### src/rtl/vmon_wb_pkg.sv
// vmon_wb_pkg: shared register offsets, FSM states and byte-lane decode for the vmon m2h endpoint.
package vmon_wb_pkg;
  localparam int REG_DATA_OFS = 0;
  localparam int REG_STATUS_OFS = 4;

  typedef enum logic [1:0] {IDLE, WAIT_SPACE, UNPACK, RESP} state_e;

  typedef struct packed {
    logic            legal;
    logic [2:0]      n;
    logic [3:0][1:0] lane;
  } sel_info_t;

  // Lanes are listed lowest first; only naturally aligned 1/2/4-byte selects are accepted.
  function automatic sel_info_t sel_decode(input logic [3:0] sel);
    sel_info_t r;
    r = '0;
    r.legal = 1'b1;
    r.n = 3'd1;
    case (sel)
      4'b0001: r.lane[0] = 2'd0;
      4'b0010: r.lane[0] = 2'd1;
      4'b0100: r.lane[0] = 2'd2;
      4'b1000: r.lane[0] = 2'd3;
      4'b0011: begin r.n = 3'd2; r.lane[0] = 2'd0; r.lane[1] = 2'd1; end
      4'b1100: begin r.n = 3'd2; r.lane[0] = 2'd2; r.lane[1] = 2'd3; end
      4'b1111: begin r.n = 3'd4; r.lane = {2'd3, 2'd2, 2'd1, 2'd0}; end
      default: begin r.legal = 1'b0; r.n = 3'd0; end
    endcase
    return r;
  endfunction
endpackage

### src/rtl/vmon_byte_fifo.sv
// vmon_byte_fifo: byte FIFO with simultaneous push/pop and an occupancy counter.
module vmon_byte_fifo #(
  parameter int DEPTH = 64
) (
  input  logic                     clk_i,
  input  logic                     rstn_i,
  input  logic                     push,
  input  logic [7:0]               push_dat,
  input  logic                     pop,
  output logic [7:0]               head,
  output logic [$clog2(DEPTH):0]   level,
  output logic                     full,
  output logic                     empty
);
  localparam int AW = $clog2(DEPTH);
  localparam int LW = AW + 1;

  if (DEPTH < 4 || (DEPTH & (DEPTH - 1)) != 0) begin : g_bad_depth
    $error("DEPTH must be a power of 2 and at least 4");
  end

  logic [7:0]    mem_q [DEPTH];
  logic [AW-1:0] wr_q, rd_q;
  logic [LW-1:0] level_q;
  logic          do_pop;

  assign do_pop = pop && !empty;
  assign empty  = level_q == '0;
  assign full   = level_q == LW'(DEPTH);
  assign level  = level_q;
  // Gate the head so the stream shows 0 rather than stale storage when empty.
  assign head   = empty ? 8'h00 : mem_q[rd_q];

  always_ff @(posedge clk_i) begin
    if (!rstn_i) begin
      wr_q    <= '0;
      rd_q    <= '0;
      level_q <= '0;
    end else begin
      if (push) wr_q <= wr_q + 1'b1;
      if (do_pop) rd_q <= rd_q + 1'b1;
      level_q <= level_q + LW'(push) - LW'(do_pop);
    end
  end

  always_ff @(posedge clk_i) begin
    if (push) mem_q[wr_q] <= push_dat;
  end

  always_ff @(posedge clk_i) begin
    if (rstn_i) assert (!(push && full));
  end
endmodule

### src/rtl/wb_vmon_m2h_endpoint.sv
// wb_vmon_m2h_endpoint: Wishbone slave terminating vmon mailbox writes into a byte FIFO
// that drains to the m2h valid/ready byte stream; STATUS exposes FIFO occupancy.
module wb_vmon_m2h_endpoint
  import vmon_wb_pkg::*;
#(
  parameter int                      WB_ADDR_WIDTH = 32,
  parameter int                      WB_DATA_WIDTH = 32,
  parameter logic [WB_ADDR_WIDTH-1:0] ADDRESS      = '0,
  parameter int                      FIFO_DEPTH    = 64
) (
  input  logic                         clk_i,
  input  logic                         rstn_i,
  input  logic [WB_ADDR_WIDTH-1:0]     ADR,
  input  logic [WB_DATA_WIDTH-1:0]     DAT_W,
  output logic [WB_DATA_WIDTH-1:0]     DAT_R,
  input  logic                         CYC,
  input  logic                         STB,
  input  logic                         WE,
  input  logic [WB_DATA_WIDTH/8-1:0]   SEL,
  output logic                         ACK,
  output logic                         ERR,
  output logic [7:0]                   m2h_dat,
  output logic                         m2h_valid,
  input  logic                         m2h_ready,
  output logic [$clog2(FIFO_DEPTH):0]  level
);
  localparam int LW = $clog2(FIFO_DEPTH) + 1;

  if (WB_DATA_WIDTH != 32) begin : g_bad_dw
    $error("WB_DATA_WIDTH must be 32");
  end

  state_e        state_q, state_d;
  sel_info_t     sel_q, sel_d, dec;
  logic [31:0]   dat_q, dat_d, dat_r_q, dat_r_d;
  logic [1:0]    idx_q, idx_d;
  logic          ack_q, ack_d, err_q, err_d;
  logic          req, hit, is_status, push, full, empty;
  logic [7:0]    push_dat;
  logic [LW-1:0] space;
  logic          unused_adr;

  assign unused_adr = ^ADR[1:0];
  assign req        = CYC && STB;
  assign hit        = req && ADR[WB_ADDR_WIDTH-1:3] == ADDRESS[WB_ADDR_WIDTH-1:3];
  assign is_status  = ADR[2] == 1'(REG_STATUS_OFS >> 2);
  assign dec        = sel_decode(SEL);
  assign space      = LW'(FIFO_DEPTH) - level;
  assign push_dat   = dat_q[{sel_q.lane[idx_q], 3'b000} +: 8];

  always_comb begin
    state_d = state_q;
    sel_d   = sel_q;
    dat_d   = dat_q;
    dat_r_d = dat_r_q;
    idx_d   = idx_q;
    ack_d   = 1'b0;
    err_d   = 1'b0;
    push    = 1'b0;
    case (state_q)
      IDLE: if (hit) begin
        if (is_status) begin
          ack_d   = 1'b1;
          dat_r_d = WE ? 32'h0 : {full, empty, {(30-LW){1'b0}}, level};
          state_d = RESP;
        end else if (WE && dec.legal) begin
          sel_d   = dec;
          dat_d   = DAT_W;
          idx_d   = 2'd0;
          state_d = space >= LW'(dec.n) ? UNPACK : WAIT_SPACE;
        end else begin
          err_d   = 1'b1;
          state_d = RESP;
        end
      end
      WAIT_SPACE: state_d = !req ? IDLE : (space >= LW'(sel_q.n) ? UNPACK : WAIT_SPACE);
      UNPACK: begin
        push  = 1'b1;
        idx_d = idx_q + 2'd1;
        if ({1'b0, idx_q} == sel_q.n - 3'd1) begin
          ack_d   = 1'b1;
          state_d = RESP;
        end
      end
      RESP: begin
        dat_r_d = 32'h0;
        state_d = IDLE;
      end
      default: state_d = IDLE;
    endcase
  end

  always_ff @(posedge clk_i) begin
    if (!rstn_i) begin
      state_q <= IDLE;
      sel_q   <= '0;
      dat_q   <= '0;
      dat_r_q <= '0;
      idx_q   <= '0;
      ack_q   <= 1'b0;
      err_q   <= 1'b0;
    end else begin
      state_q <= state_d;
      sel_q   <= sel_d;
      dat_q   <= dat_d;
      dat_r_q <= dat_r_d;
      idx_q   <= idx_d;
      ack_q   <= ack_d;
      err_q   <= err_d;
    end
  end

  assign ACK       = ack_q;
  assign ERR       = err_q;
  assign DAT_R     = dat_r_q;
  assign m2h_valid = !empty;

  vmon_byte_fifo #(.DEPTH(FIFO_DEPTH)) u_fifo (
    .clk_i    (clk_i),
    .rstn_i   (rstn_i),
    .push     (push),
    .push_dat (push_dat),
    .pop      (m2h_valid && m2h_ready),
    .head     (m2h_dat),
    .level    (level),
    .full     (full),
    .empty    (empty)
  );
endmodule

### config.mk
export PLATFORM = sky130hd
export DESIGN_NAME = wb_vmon_m2h_endpoint
export DESIGN_NICKNAME = d
export VERILOG_FILES = /design/src/rtl/vmon_wb_pkg.sv /design/src/rtl/vmon_byte_fifo.sv /design/src/rtl/wb_vmon_m2h_endpoint.sv
export SDC_FILE = /design/constraint.sdc
export NUM_CORES = 1
export LEC_CHECK = 0
export CAP_MARGIN = 30
export CORE_ASPECT_RATIO = 0.6
export CORE_MARGIN = 3
export CORE_UTILIZATION = 45
export DETAILED_ROUTE_END_ITERATION = 10
export PLACE_DENSITY = 0.76
export SYNTH_ARGS = -nofsm -noshare
export SYNTH_HDL_FRONTEND = slang
export SYNTH_SLANG_ARGS = --single-unit
### constraint.sdc
create_clock -name clk_i -period 2.9 [get_ports clk_i]
set_clock_uncertainty 0.15 [all_clocks]
set_input_delay 0.58 -clock clk_i [delete_from_list [all_inputs] [get_ports clk_i]]
set_output_delay 0.58 -clock clk_i [all_outputs]
set_load 0.005 [all_outputs]
### After elaboration in Yosys (flattened, before gate mapping)

Memory sizes are Yosys's and may differ from the RTL's. A register that Yosys moved wholly into a read port is not among the register bits.
Index checks and enable logic that the tools add are counted.

| storage, ports and cells | value |
|---|---|
| register bits | 100 |
| memory bits (writable) | 512 |
| memories | 1 |

Memory list:

| name | depth | bits a word | read ports | clocked after memory_dff | wr ports | RTL line | source |
|---|---|---|---|---|---|---|---|
| u_fifo.mem_q | 64 | 8 | 1 | 1 | 1 | vmon_byte_fifo.sv:22 | `logic [7:0] mem_q [DEPTH];` |

| operators by class | value |
|---|---|
| add/sub/neg operators | 7 |
| $lt $le $gt $ge | 3 |
| equality and inequality tests | 17 |
| shifts and indexed selects | 1 |
| muxes and demuxes | 34 |
| bitwise operators | 4 |
| reductions and logical operators | 21 |

Operators with widths:

| kind | count |
|---|---|
| 2-to-1 mux 32 bit | 3 |
| case mux 32 bit (2 select lines) | 1 |
| indexed part select 32 x 6 -> 8 bit | 1 |
| zero test 29 bit | 1 |
| 2-to-1 mux 2 bit | 11 |
| greater-or-equal comparator 7 x 3 -> 1 bit | 2 |
| adder 6 x 1 -> 6 bit, second input constant | 2 |
| == test 4 bit, second input constant | 3 |
| 2-to-1 mux 6 bit | 2 |
| inequality test 2 bit, second input constant | 5 |
| case mux 3 bit (3 select lines) | 1 |
| == test 4 x 2 -> 1 bit, second input constant | 2 |
| 2-to-1 mux 1 bit | 8 |
| 2-to-1 mux 8 bit | 1 |
| case mux 2 bit (2 select lines) | 2 |
| case mux 2 bit (4 select lines) | 1 |
| AND reduction 4 bit | 2 |
| OR reduction 4 bit | 2 |
| adder 7 x 1 -> 7 bit | 1 |
| == test 7 bit, second input constant | 1 |
| zero test 7 bit | 1 |
| OR reduction 7 bit | 1 |
| subtractor 7 x 1 -> 7 bit | 1 |
| subtractor 7 bit, first input constant | 1 |
| 20 further kinds | 31 |

### Depth between registers and ports, before layout

| logic depth | value |
|---|---|
| word-level depth | 9 |
| depth in mapped cells | 17 |

### Modules after synthesis

Synthesis repeated with hierarchy kept, for this count alone.

| unflattened totals | value |
|---|---|
| cell total of the unflattened synthesis | 1,412 |
| area total of the unflattened synthesis | 24,188.2 µm² |

By module, submodules not included:

| module | instances | cells each | area each (µm²) |
|---|---|---|---|
| vmon_byte_fifo | 1 | 1,065 | 21,242.9 |
| wb_vmon_m2h_endpoint | 1 | 347 | 2,945.3 |

### Worst setup path after synthesis

No wires, ideal clock.

| timing path | value |
|---|---|
| path kind | reg2reg |
| from | reg u_fifo.level_q[1] (netlist: u_fifo.level[1]) |
| to | reg u_fifo.level_q[6] (netlist: u_fifo.level[6]) |
| setup time | 0.121 ns |
| data arrival time | 2.918 ns |
| setup slack | -0.289 ns |
| cell stages (with the launch flop) | 18 |
| cells stage by stage | dfxtp_1 > inv_1 > ha_1 > nand3_1 > nor2_1 > inv_1 > and2_1 > clkbuf_1 > ha_1 > inv_1 > ha_1 > inv_1 > fa_1 > o21bai_1 > a21oi_1 > o21bai_1 > a21oi_1 > mux2_2 |

| on the way | value |
|---|---|
| cells in the longest elaborated chain, start to end | 5 |
| elaborated cells between the ends (all ways) | 6 |

Ends and longest elaborated chain:

| element | RTL line | source |
|---|---|---|
| start: declaration | vmon_byte_fifo.sv:24 | `logic [LW-1:0] level_q;` |
| start signal: assignment | vmon_byte_fifo.sv:42 | `level_q <= level_q + LW'(push) - LW'(do_pop);` |
| zero test 7 bit * | vmon_byte_fifo.sv:28 | `assign empty = level_q == '0;` |
| zero test 1 bit * | wb_vmon_m2h_endpoint.sv:116 | `assign m2h_valid = !empty;` |
| net m2h_valid | wb_vmon_m2h_endpoint.sv:23 | `output logic m2h_valid,` |
| logical AND 1 bit | wb_vmon_m2h_endpoint.sv:123 | `.pop (m2h_valid && m2h_ready),` |
| logical AND 1 bit * | vmon_byte_fifo.sv:27 | `assign do_pop = pop && !empty;` |
| subtractor 7 x 1 -> 7 bit * | vmon_byte_fifo.sv:42 |  |

Mark *: on every way through the listed nets, which the timed path passes. The rest lies on a longest branch.
A chain may end at the register's enable or synchronous reset.

==> impl_metrics.json <==
{
  "status": "finished with violations",
  "failed_checks": "setup timing",
  "synth_flop_cell": "edfxtp_1",
  "worstSkewPairLatency_ps": 600,
  "synth-seq-cells": 592,
  "rsz0062_at_grt": "true",
  "netlist_area_um2": 24080,
  "min_period_ps": 3495,
  "final_util": 0.5827,
  "portBuffers": 98,
  "synth_top_area_cell": "edfxtp_1",
  "antenna_left": 0,
  "route.detailed.drc": 0,
  "grt_pass1_vias": 14550,
  "end_kind": "primary output",
  "synth_fa_ha_area_frac": 0.01175,
  "final_layout_size_suffix_gt1_frac": 0.3354,
  "fin_crit_sh": 1.205,
  "die_area_um2": 56400,
  "finalSetupViolations": 9,
  "grt_pass1_wl_mm": 91.06,
  "synth_area_per_cell_um2": 17.17,
  "die_h_um": 185.2,
  "ys_top_cells_by_area": "edfxtp_1 64%, mux4_2 12%, dfxtp_1 6.7%, nor2_1 1.6%, mux2i_1 1.4%",
  "ys_seq_area_frac": 0.7051,
  "start_kind": "register",
  "async_flop_share": 0,
  "grt_use_total": 0.2143,
  "cp_slowest_cell": "mux4_2",
  "worstPathRequired_ps": 2170,
  "hold_viol_final": 0,
  "yosys.area_share.simple": 0.05400,
  "core_um2": 51890,
  "cp.arrival_ps": 2770,
  "ys_warn_count": 0,
  "synth_top_family_by_area": "multiplexers",
  "synth.most_common_cell": "edfxtp_1",
  "cp_cell_sequence": "buf_6, buf_12, buf_6, mux4_2, nor2b_1, a211oi_2, buf_4, a211o_1, o211ai_1, buf_2",
  "synth-xor-area-share": 0.007640,
  "fin_nets": 1846,
  "fp-row-count": 64,
  "hold_path.class": "register to register",
  "viasPerCell": 5.826,
  "grt_remaining_overflow": 0,
  "p_leak_nw": 9.743,
  "slowest_delay_ps": 490,
  "path_max_fanout": 7,
  "peakVddDrop_mv": 0.4235,
  "cts_hold_buffers": 0,
  "setup_ws_ps": -595.3,
  "ios": 124,
  "slew_viol_final": 0,
  "synth-edff-count": 512,
  "hpwl_mm": 37.45,
  "drtIter0Drc": 1511,
  "path_class": "register to primary output",
  "tightest_slew_ps": 994.2,
  "cts_buffers": 52,
  "gp_congestion": 0.8494,
  "cts_buffer_depth": 3,
  "num_vias": 14460,
  "post-place-cells": 2323,
  "wl_per_cell_um": 24.57,
  "area_growth_syn_to_layout_pct": 25.58,
  "synth_compound_area_frac": 0.05566,
  "synth_cell_types": 71,
  "drv_cap": 0,
  "synth_top_area_share": 0.6386,
  "antenna_found_initial": 1,
  "synth_cells": 1402,
  "synth_common_cells": "512 x edfxtp_1, 128 x mux4_2, 102 x nor2_1, 80 x dfxtp_1, 48 x a21oi_1",
  "initial_core_util": 0.4640,
  "die_width_um": 304.6,
  "max-slew-margin-rel": 0.3341,
  "yosys-mux-area-fraction": 0.1367,
  "path_clk_slew_ps": 70,
  "wl_mm": 60.97,
  "stdcell_count": 2482,
  "htreeDepth": 2,
  "timing.fmax_ghz": 0.2861,
  "root_buffer": "clkbuf_16",
  "cts_tree": "built",
  "grt_max_degree": 65,
  "drt_first_pass_iters": 7,
  "diodes": 0,
  "power.density_nw_per_um2": 707.9,
  "cpMostUsedCell": "buf_6",
  "cts.sinks": 592
}
[metal layers]
metal / GRT usage / routed length (um) / part of all wire
met1: 0.3109 / 25910 / 0.42
met2: 0.3137 / 26710 / 0.44
met3: 0.07417 / 6964 / 0.11
met4: 0.04985 / 1382 / 0.023
met5: 0 / 8 / 0.00013
[area by class of cell]
type,instances,area [um2]
fillers,3773,21650
flip-flops and latches,592,17000
multi-input cells,702,7000
repair buffers,381,3603
clock buffers,65,1350
well taps,693,867.1
clock inverters,28,330.3
inverters,21,86.33
[worst paths after layout]
| check | slack, ps | depth (start not counted) | from | end |
|---|---|---|---|---|
| worst max register to register | -20 | 17 | u_fifo.level[1]$_SDFF_PN0_ | u_fifo.level[6]$_SDFF_PN0_ |
| worst max-delay path | -600 | 10 | register | m2h_dat[3] |
| worst min-delay path | 310 | 2 | DAT_R[6]$_SDFFE_PN0P_ | DAT_R[6]$_SDFFE_PN0P_ |
| worst min register to register | 310 | 2 | DAT_R[6]$_SDFFE_PN0P_ | DAT_R[6]$_SDFFE_PN0P_ |
[state kept, by name, summed over array words and instances, names as in the netlist, named ones only]
| name | flops |
|---|---|
| ACK | 1 |
| DAT_R | 9 |
| ERR | 1 |
| dat_q | 32 |
| idx_q | 2 |
| sel_q | 8 |
| state_q | 2 |
| u_fifo.level | 7 |
| u_fifo.mem_q | 512 |
| u_fifo.rd_q | 6 |
| u_fifo.wr_q | 6 |
[logic make-up (layout without fill, tap and decap cells)]
group | Yosys count | count (layout)
AOI/OAI and AO/OA | 203 | 203
xor gates and xnor gates | 21 | 21
DFF | 592 | 592
other | 1 | 23
buffers and inverters | 130 | 495
adders and majority gates | 22 | 22
muxes | 168 | 168
and+or+nand+nor | 265 | 265
[worst max-delay path: cells and delay by family (launching register included)]
kind | cells | cell delay (ps)
AOI/OAI and AO/OA | 3 | 450
buffers and inverters | 5 | 690
DFF | 1 | 400
muxes | 1 | 490
and+or+nand+nor | 1 | 150
[timing repair]
item | CTS | global route
gates resized for setup | 122 | 28
pin swaps | 35 | 16
endpoints found under the hold margin | 0 | 0
cloned | 5 | 1
setup endpoints to repair | 9 | 13
buffers inserted | 54 | 12
[metrics by stage]
stage | setup WS, ps | power [mW] | area [um2] | setup TNS [ps] | hold slack (ps)
detailed placement | -562.5 | 13.39 | 27370 | -4210 | 294.7
finish | -595.3 | 21.40 | 30240 | -4372 | 308.5
global placement | -482.9 | 13.33 | 27370 | -3673 | 288.8
global route | -690.3 | 22.17 | 30240 | -5193 | 328.2
floorplan | 2.936 | 11.72 | 24250 | 0 | 285.2
CTS | -614.0 | 21.21 | 30050 | -4602 | 310.8
[placed cells by master, fill, tap and decap left out, drive strengths merged, types with 15 or more instances in the layout]
cell type / count
a211oi: 15
a21oi: 49
buf: 289
clkbuf: 66
clkdlybuf4s50: 89
clkinv: 17
conb: 23
dfxtp: 80
edfxtp: 512
ha: 21
inv: 23
mux2i: 33
mux4: 128
nand2: 35
nand3: 43
nor2: 104
nor2b: 20
o21ai: 47
[report_power, final]
part / switching (mW) / total, mW / leakage, nW / internal [mW]
clock network: 3.10 / 6.96 / 0.814 / 3.86
logic: 2.29 / 5.16 / 3.79 / 2.87
registers: 0.0789 / 9.28 / 5.14 / 9.20
Power figures use the tool's default switching activity.
